**src/rtl/axi_read_arbiter.sv**
```systemverilog
// axi_read_arbiter
// Shares one AXI4 master read port (AR/R) between NREQ requesters.
// Requester 0 is the icache refill path and requester 1 is the LSU load path.
// Arbitration is round-robin, and only one transaction is in flight at a time.
// Bursts end on rlast. The R channel is a zero-latency pass-through to the granted requester.
module axi_read_arbiter #(
   parameter int NREQ   = 2,
   parameter int ADDR_W = 32
) (
   input  logic                   clock,
   input  logic                   reset,
   input  logic [NREQ-1:0]        req_arvalid,
   output logic [NREQ-1:0]        req_arready,
   input  logic [NREQ*ADDR_W-1:0] req_araddr,
   input  logic [NREQ*8-1:0]      req_arlen,
   input  logic [NREQ*3-1:0]      req_arsize,
   output logic [NREQ-1:0]        req_rvalid,
   input  logic [NREQ-1:0]        req_rready,
   output logic [63:0]            req_rdata,
   output logic [1:0]             req_rresp,
   output logic                   req_rlast,
   input  logic                   io_master_arready,
   output logic                   io_master_arvalid,
   output logic [ADDR_W-1:0]      io_master_araddr,
   output logic [3:0]             io_master_arid,
   output logic [7:0]             io_master_arlen,
   output logic [2:0]             io_master_arsize,
   output logic [1:0]             io_master_arburst,
   output logic                   io_master_rready,
   input  logic                   io_master_rvalid,
   input  logic [1:0]             io_master_rresp,
   input  logic [63:0]            io_master_rdata,
   input  logic                   io_master_rlast,
   input  logic [3:0]             io_master_rid
);

   localparam int GW = (NREQ > 1) ? $clog2(NREQ) : 1;

   typedef enum logic [1:0] {
      IDLE = 2'd0,
      ADDR = 2'd1,
      DATA = 2'd2
   } state_t;

   state_t              state;
   logic [GW-1:0]       grant;
   logic [GW-1:0]       last;
   logic [ADDR_W-1:0]   addr_q;
   logic [7:0]          len_q;
   logic [2:0]          size_q;

   logic [GW-1:0]       winner;
   logic                winner_found;
   logic                in_addr;
   logic                in_data;
   logic                beat_done;

   assign in_addr   = (state == ADDR);
   assign in_data   = (state == DATA);
   assign beat_done = in_data && io_master_rvalid && io_master_rready && io_master_rlast;

   // Search from the requester after the last one served, so the most recent winner has the lowest priority.
   always_comb begin
      winner       = '0;
      winner_found = 1'b0;
      for (int k = 1; k <= NREQ; k++) begin
         if (!winner_found && req_arvalid[(int'(last) + k) % NREQ]) begin
            winner_found = 1'b1;
            winner       = GW'((int'(last) + k) % NREQ);
         end
      end
   end

   // Accept the winner combinationally in IDLE. The output is held at zero while reset is asserted.
   always_comb begin
      req_arready = '0;
      if (reset && state == IDLE && winner_found) begin
         req_arready[winner] = 1'b1;
      end
   end

   // Drive the downstream AR fields only while the address is being presented, so the bus is quiet otherwise.
   always_comb begin
      io_master_arvalid = in_addr;
      io_master_araddr  = in_addr ? addr_q : '0;
      io_master_arid    = in_addr ? 4'(grant) : 4'd0;
      io_master_arlen   = in_addr ? len_q : 8'd0;
      io_master_arsize  = in_addr ? size_q : 3'd0;
      io_master_arburst = in_addr ? 2'b01 : 2'b00;
   end

   // Route R beats to the granted requester only. Beats seen outside DATA are neither accepted nor forwarded.
   always_comb begin
      req_rvalid       = '0;
      io_master_rready = 1'b0;
      req_rdata        = '0;
      req_rresp        = '0;
      req_rlast        = 1'b0;
      if (in_data) begin
         req_rvalid[grant] = io_master_rvalid;
         io_master_rready  = req_rready[grant];
         req_rdata         = io_master_rdata;
         req_rresp         = io_master_rresp;
         req_rlast         = io_master_rlast;
      end
   end

   // Transaction FSM: latch the winner's request, present it on AR, then stay until the rlast beat completes.
   always_ff @(posedge clock or negedge reset) begin
      if (!reset) begin
         state  <= IDLE;
         grant  <= '0;
         last   <= GW'(NREQ - 1);
         addr_q <= '0;
         len_q  <= '0;
         size_q <= '0;
      end else begin
         case (state)
            IDLE: begin
               if (winner_found) begin
                  grant  <= winner;
                  addr_q <= req_araddr[ADDR_W*winner +: ADDR_W];
                  len_q  <= req_arlen[8*winner +: 8];
                  size_q <= req_arsize[3*winner +: 3];
                  state  <= ADDR;
               end
            end
            ADDR: begin
               if (io_master_arready) begin
                  state <= DATA;
               end
            end
            DATA: begin
               if (beat_done) begin
                  last  <= grant;
                  state <= IDLE;
               end
            end
            default: state <= IDLE;
         endcase
      end
   end

   // A beat carrying an id other than the grant indicates a broken downstream. Hardware still routes it to grant.
   always @(posedge clock) begin
      if (reset && in_data && io_master_rvalid) begin
         assert (io_master_rid == 4'(grant))
            else $fatal(1, "axi_read_arbiter: rid %0d does not match grant %0d", io_master_rid, grant);
      end
   end

endmodule

```
**config.mk**
```make
export PLATFORM = sky130hd
export DESIGN_NAME = axi_read_arbiter
export DESIGN_NICKNAME = d
export VERILOG_FILES = /design/src/rtl/axi_read_arbiter.sv
export SDC_FILE = /design/constraint.sdc
export NUM_CORES = 1
export LEC_CHECK = 0
export CAP_MARGIN = 15
export CORE_AREA = 2 2 111 113
export CTS_BUF_LIST = sky130_fd_sc_hd__clkbuf_8
export DETAILED_ROUTE_END_ITERATION = 6
export DIE_AREA = 0 0 113 115
export GPL_ROUTABILITY_DRIVEN = 0
export PLACE_DENSITY = 0.71
export SLEW_MARGIN = 20
export SYNTH_ARGS = -nofsm -noshare
export SYNTH_HDL_FRONTEND = slang
export SYNTH_SLANG_ARGS = --single-unit
```
**constraint.sdc**
```tcl
create_clock -name clock -period 2.55 [get_ports clock]
set_input_delay 0.3825 -clock clock [delete_from_list [all_inputs] [get_ports clock]]
set_output_delay 0.3825 -clock clock [all_outputs]
set_load 0.01 [all_outputs]
```
==> Word-level counts from Yosys, hierarchy flattened <==
Cells that the tools add are included.
{ "op_classes": {"mul": 1, "n_shift": 3, "reduce_logical": 13, "n_lt_le_gt_ge": 6, "add_sub_neg": 2, "eq_ne": 5, "n_mux": 31, "bitwise_logic": 3} }
{ "ops": {"columns": ["operator", "n"], "rows": [
  ["$mux W64", 1],
  ["$shiftx A64 B7 Y32", 1],
  ["$mux W32", 1],
  ["$mux W1", 18],
  ["$shiftx A16 B5 Y8", 1],
  ["$mux W2", 6],
  ["$logic_and A1 B1 Y1", 8],
  ["$mux W8", 1],
  ["$lt A2 B3 Y1 const B", 2],
  ["$pmux W2 S3", 1],
  ["$shiftx A6 B4 Y3", 1],
  ["$lt A1 B2 Y1 const B", 2],
  ["$ne A2 B2 Y1 const B", 2],
  ["$reduce_and A2 Y1", 2],
  ["$mul A2 B1 Y3 const A", 1],
  ["$mux W3", 1],
  ["$reduce_and A3 Y1", 1],
  ["$add A1 B1 Y1 const B", 2],
  ["$and A1 B1 Y1 const A", 2],
  ["$and A2 B2 Y2", 1],
  ["$demux W1 S1", 2],
  ["$eq A2 B1 Y1 const B", 1],
  ["$eq A2 B2 Y1 const B", 1],
  ["$ge A1 B1 Y1 const B", 2],
  ["other kinds (3)", 3]
]} }
{ "word_totals": {"regBits": 47, "word_cells": 70, "inputBits": 165} }

==> Logic depth before layout (Yosys ltp) <==
Gate-level depths: netlist of run 1.
{ "logic_depth": {"ltp_word": 14, "ltp_mapped": 5, "ltp_nobuf": 3} }

==> Worst setup path after synthesis of run 1 <==
Ideal clock, no wire load.
{ "synth_timing": {"kind": "input port to output port", "start": "input port req_arvalid[1]", "end": "output port req_arready[1]", "arrival_ps": 1343, "path_stages": 4, "n_path_buf": 2, "slack_ps": 825, "cell_sequence": "a21bo_1 -> buf_6 -> buf_6 -> nor4b_1"} }
{ "synth_between": {"elab_chain_cells": 12, "word_cells_on_any_way": 19, "classes_between": "order compare (2); mux (13); reduce/logical (4)"} }
{ "synth_rtl": {"columns": ["item", "line_no", "text"], "rows": [
  ["from (decl)", "12", "input logic [NREQ-1:0] req_arvalid,"],
  ["$mux W1 (not written as such) (3 in series)", "67", "if (!winner_found && req_arvalid[(int'(last) + k) % NREQ]) begin"],
  ["$mux W1", "67", null],
  ["$logic_not A1 Y1", "67", null],
  ["$logic_and A1 B1 Y1", "67", null],
  ["$mux W1", "67", null],
  ["$lt A1 B2 Y1 (not written as such) or $ge A1 B1 Y1 (tied branches)", "78", "req_arready[winner] = 1'b1;"],
  ["$logic_and A1 B1 Y1 (not written as such)", "78", null],
  ["$mux W1 (not written as such)", "78", null],
  ["$demux W1 S1", "78", null],
  ["$mux W2 *", "77", "if (reset && state == IDLE && winner_found) begin"],
  ["to (decl)", "13", "output logic [NREQ-1:0] req_arready,"]
]} }
Every way passes the cells marked *; elsewhere a longest branch is shown, timed or not. The select of a mux whose other input is x is not followed.

==> Worst setup path in the final report of run 1 <==
Ends and elaborated chain as after synthesis.

==> impl_metrics.json, run 1 <==
{
  "status": "finished with violations",
  "violations": "DRC",
  "crit_fanout": 2,
  "cts_setup_buffers": 0,
  "async_flop_share_pct": 100.0,
  "critPathMaxStageDelay_ns": 0.60,
  "dp_cells": 704,
  "synth_edf_count": 0,
  "track_usage_pct": 17.14,
  "r2r-start": "last",
  "finalNetCount": 730,
  "muxShareOfSynthArea_pct": 36.61,
  "rrSetupSlack_ns": 0.63,
  "htree_num_levels": 2,
  "yosys.area_share.adder_pct": 0,
  "p_per_area_mw_per_mm2": 834.3,
  "startpoint_type": "input port",
  "cts_buffers": 5,
  "fin_setup_tns_ns": 0,
  "areaGrowthSynthToFinish_pct": 85.29,
  "synth.most_common_cell": "and2_1",
  "path_class": "in -> out",
  "rr_endpoint": "addr_q[23]",
  "core.rowCount": 40,
  "synth-compound-area-share_pct": 0.9035,
  "worstMarginPinSlew_ns": 0.7833,
  "netlist_area_mm2": 0.003462,
  "routedWlPerCell_um": 16.50,
  "leakage_nw": 2.723,
  "final_hold_viol_count": 0,
  "synth_top_family_by_area": "multiplexers",
  "drt_pass1_iterations": 7,
  "p_total_w": 0.005352,
  "crit_top_cell": "clkdlybuf4s50_1",
  "crit_arrival_ns": 2.05,
  "synth_top_area_share_pct": 33.25,
  "synth-seq-cells": 47,
  "io_buffers": 278,
  "via_per_inst": 4.345,
  "drc": 16,
  "ios": 287,
  "critPathRequiredTime_ns": 2.17,
  "fin_crit_sh_pct": 95.32,
  "ff2ff_path_depth": 5,
  "cp-end-kind": "output pin",
  "synth_commonest_cells": "and2_1 (110), mux2_4 (74), dfrtp_1 (46)",
  "rsz0062_at_grt": "no",
  "dpl.hpwl_um": 9571,
  "setup_viol": 0,
  "slew_headroom_pct": 47.78,
  "drt_wl_total_um": 11760,
  "grt_pass1_wl_um": 17600,
  "die_h_um": 115,
  "syn_inst": 294,
  "synthSimpleGateAreaFrac_pct": 22.48,
  "dieArea_mm2": 0.01300,
  "ys_warn_count": 0,
  "synthXorXnorAreaFrac_pct": 0,
  "die_w_um": 113,
  "drive_above_1_share_pct": 19.26,
  "grt_max_degree": 66,
  "final_max_slew_viol_count": 0,
  "clk-insertion-delay-late_ns": 0.30,
  "antenna_found_initial": 0,
  "setup_ws_ns": 0.1192,
  "initial_utilization_pct": 29.31,
  "instances_no_fill": 713,
  "n_antenna_cell": 0,
  "avgSynthCellArea_um2": 11.78,
  "hold_class": "in -> async",
  "cts.path.max_buffers": 2,
  "worstPathCellList": "clkdlybuf4s50_1 -> a21bo_2 -> nor4b_1 -> clkdlybuf4s50_1",
  "root_buffer": "clkbuf_8",
  "grt_pass1_vias": 3188,
  "max_freq_mhz": 411.4,
  "drtIter0Drc": 121,
  "path_clk_slew_ns": 0.09,
  "synth_top_area_cell": "dfrtp_1",
  "final.setup_skew_ns": 0.005501,
  "globalRouteOverflowTotal": 0,
  "yosysUniqueCellTypes": 26,
  "ant_nets": 0,
  "maxCapViolCount": 0,
  "ys.flop_type": "dfrtp_1",
  "period_minus_slack_ns": 2.431,
  "synth_seq_area_share_pct": 34.01,
  "peakVddDrop_uv": 381.0,
  "synthTopCellsByArea": "dfrtp_1 (33%), mux2_4 (32%), and2_1 (20%), mux2_2 (4.2%), buf_4 (2.0%)",
  "numClockSinks": 47,
  "pre_cts_ws_ns": 0.1157,
  "tritoncts": "yes",
  "vias": 3098,
  "cp_slowest_cell": "clkdlybuf4s50_1",
  "postLayoutCoreUtil_pct": 54.31,
  "core_mm2": 0.01181
}
power breakdown:
group          total [W]  internal (W)  switching [W]  leakage [nW]
Sequential       0.00135       0.00114       0.000219         0.550
Combinational    0.00354       0.00223        0.00132          2.12
Clock           0.000453      0.000193       0.000259        0.0483
state kept, by name, summed over array words and instances (netlist names):
| name | count |
|---|---|
| len_q | 8 |
| grant | 1 |
| addr_q | 32 |
| last | 1 |
| size_q | 3 |
| state | 2 |
cell families after synthesis:
kind of cell | count (synthesis)
buffers and inverters | 28
AO/OA/AOI/OAI | 4
AND/OR/NAND/NOR | 126
flip-flops | 47
other | 1
multiplexers | 88
layer usage:
layer,vias to the layer above,global-route usage (%),wire [um]
met2,139,29.62,5708
met1,1451,22.09,5023
li1,1502,-,-
met4,0,2.439,64
met5,-,0,0
met3,6,4.639,966
area by class of cell:
class                           instances  area, um^2
Clock buffer                            5       68.82
Clock inverter                          3       18.77
Inverter                                2       7.507
Fill cell                            1064        5396
Timing Repair Buffer                  287        2863
Multi-Input combinational cell        222        2096
Tap cell                              147       183.9
Sequential cell                        47        1177
worst max path at each step:
| stage | end | from | slack, ns |
|---|---|---|---|
| finish | req_arready[1] | req_arvalid[1] | 0.12 |
| global route | req_rdata[8] | state[1] | 0.02 |
| detailed placement | req_arready[1] | req_arvalid[1] | 0.12 |
| CTS | req_arready[1] | reset | 0.05 |
| global placement | req_arready[1] | req_arvalid[1] | 0.13 |
| floorplan | req_arready[1] | req_arvalid[1] | 0.82 |
worst max-delay path: cells and delay by family:
family,cells,cell delay [ns]
AOI/OAI and AO/OA,1,0.25
and+or+nand+nor,1,0.28
buffers and inverters,2,1.13
through the flow:
| step | cell area, um^2 | hold WS (ns) |
|---|---|---|
| after floorplan | 3473 | 0.08691 |
| after global placement | 6314 | 0.2665 |
| after detailed placement | 6314 | 0.2809 |
| after CTS | 6411 | 0.5101 |
| after global routing | 6415 | 0.5080 |
| final | 6415 | 0.4997 |
cell usage in the layout (no fill, tap or decap), types with 4 or more instances in the layout:
cell type / count
and2_1: 110
buf_4: 7
clkbuf_8: 5
clkdlybuf4s50_1: 277
conb_1: 4
dfrtp_1: 46
mux2_2: 13
mux2_4: 74
nand2_1: 4
nor2_1: 5
repair_timing:
action	CTS	global route
gates resized for setup	0	2
setup endpoints to repair	0	15
hold buffers	1	0
hold endpoints to repair	7	0
No activity file was read; power rests on OpenSTA's default activity.
==> run 2: changes to the inputs <==
- SKIP_LAST_GASP: default -> 1
==> results of run 2 <==
The final DEF is identical to that of run 1; final timing and power are the same.
==> run 3: changes to the inputs <==
- CORE_AREA: 2 2 111 113 -> 2 2 112 114
- DIE_AREA: 0 0 113 115 -> 0 0 114 116
- PLACE_DENSITY: 0.71 -> 0.7
==> run 3 against run 2 <==
Cell area rose by 0.90%; non-clock buffer count rose by 1; sequential cell count did not move; clock-buffer cell count did not move; first-iteration DRC count fell by 6.6%; combinational power rose by 2%; the run now ends clean; largest cell class unchanged; clock power fell by 2%; wire length rose by 1.6%.
==> impl_metrics.json, run 3 (synthesis results as in run 1) <==
{
  "status": "completed",
  "dieArea_mm2": 0.01322,
  "hold_class": "in -> async",
  "dpl.hpwl_um": 9656,
  "fin_crit_sh_pct": 95.22,
  "numClockSinks": 47,
  "critPathRequiredTime_ns": 2.17,
  "p_total_w": 0.005420,
  "largest_registers": "addr_q (32), len_q (8), size_q (3)",
  "power_frac_clock_pct": 8.2,
  "drc": 0,
  "core.rowCount": 40,
  "instances_no_fill": 713,
  "clk-insertion-delay-late_ns": 0.29,
  "finalNetCount": 731,
  "root_buffer": "clkbuf_8",
  "antenna_found_initial": 0,
  "dp_cells": 704,
  "core_mm2": 0.01191,
  "cp-end-kind": "output pin",
  "tritoncts": "yes",
  "cts_setup_buffers": 0,
  "crit_fanout": 12,
  "final_max_slew_viol_count": 0,
  "fillers": 1072,
  "areaGrowthSynthToFinish_pct": 86.95,
  "drt_wl_total_um": 11960,
  "grt_pass1_wl_um": 17160,
  "setup_ws_ns": 0.1220,
  "cts.path.max_buffers": 2,
  "initial_utilization_pct": 29.07,
  "fin_setup_tns_ns": 0,
  "layout_commonest_cell": "clkdlybuf4s50_1",
  "path_class": "in -> out",
  "p_int_w": 0.003602,
  "drtIter0Drc": 113,
  "startpoint_type": "input port",
  "peakVddDrop_uv": 369.8,
  "postLayoutCoreUtil_pct": 54.34,
  "io_buffers": 278,
  "routedWlPerCell_um": 16.77,
  "globalRouteOverflowTotal": 0,
  "die_w_um": 114,
  "leakage_nw": 2.759,
  "maxCapViolCount": 0,
  "largest_register": "addr_q",
  "p_comb_share_pct": 66.8,
  "power_frac_seq_pct": 25.0,
  "power.switching_w": 0.001818,
  "p_per_area_mw_per_mm2": 837.4,
  "die_h_um": 116,
  "drt_pass1_iterations": 5,
  "period_minus_slack_ns": 2.428,
  "layout_common_cells": "clkdlybuf4s50_1 (276), and2_1 (110), mux2_4 (74), dfrtp_1 (45), mux2_2 (13)",
  "drive_above_1_share_pct": 19.61,
  "pre_cts_ws_ns": 0.01774,
  "path_clk_slew_ns": 0.09,
  "crit_arrival_ns": 2.05,
  "via_per_inst": 4.345,
  "grt_max_degree": 70,
  "rsz0062_at_grt": "no",
  "ant_nets": 0,
  "cts_buffers": 5,
  "n_antenna_cell": 0,
  "multi_input_area_mm2": 0.002107,
  "vias": 3098,
  "setup_viol": 0,
  "ios": 287,
  "track_usage_pct": 16.84,
  "sw_frac_of_total_pct": 33.55,
  "largest_register_ffs": 32,
  "max_freq_mhz": 411.9,
  "htree_num_levels": 2,
  "final.setup_skew_ns": 0.009028,
  "grt_pass1_vias": 3125,
  "register_area_mm2": 0.001179,
  "final_hold_viol_count": 0
}
-- run 3: final timing paths --
check                               startpoint              to  slack (ns)  cells past startpoint
worst max-delay path            req_arvalid[0]  req_arready[0]        0.12                      5
worst min-delay path                     reset      addr_q[31]        0.12                      2
worst max register to register            last      addr_q[19]        0.54                      5
worst min register to register      addr_q[22]      addr_q[22]        0.50                      1
max in group asynchronous                reset      addr_q[20]        1.66                      2
min in group clock                  addr_q[22]      addr_q[22]        0.50                      1
-- run 3: layer usage --
layer | vias to the layer above | track usage, % | wire [um]
met5 | - | 0 | 0
met4 | 0 | 3.333 | 106
met3 | 11 | 4.759 | 948
met2 | 138 | 27.62 | 5615
met1 | 1452 | 22.36 | 5286
li1 | 1497 | - | -
-- run 3: what timing repair did --
item | in CTS | in global routing
hold endpoints to repair | 6 | 0
resized for setup | 1 | 3
hold buffers | 1 | 0
endpoints found under the setup margin | 1 | 8
cloned | 0 | 1
-- run 3: cell type report --
class,instances,area share [%]
Clock buffer,5,1.063
Clock inverter,2,0.2126
Inverter,2,0.1160
Multi-Input combinational cell,222,32.55
Sequential cell,47,18.21
Tap cell,147,2.842
Timing Repair Buffer,288,45.00
-- run 3: worst max-delay path, cell delays in order --
cell	delay, ns
clkdlybuf4s50_1	0.50
a21bo_2	0.16
buf_4	0.25
and3_1	0.20
clkdlybuf4s50_1	0.55
-- run 3: through the flow --
stage	hold WS (ns)	area, um^2
2_1_floorplan	0.08691	3473
3_3_place_gp	0.2800	6344
3_5_place_dp	0.2849	6344
4_1_cts	0.1441	6442
5_1_grt	0.1372	6472
6_report	0.1240	6472
-- run 3: power by group through the flow --
stage / clock [W] / combinational (W) / sequential (W)
final: 0.000442 / 0.00362 / 0.00136
after global placement: 0 / 0.00356 / 0.00135
after CTS: 0.000465 / 0.00362 / 0.00136
after detailed placement: 0 / 0.00360 / 0.00137
after floorplan: 0 / 0.00203 / 0.00129
after global routing: 0.000496 / 0.00385 / 0.00142
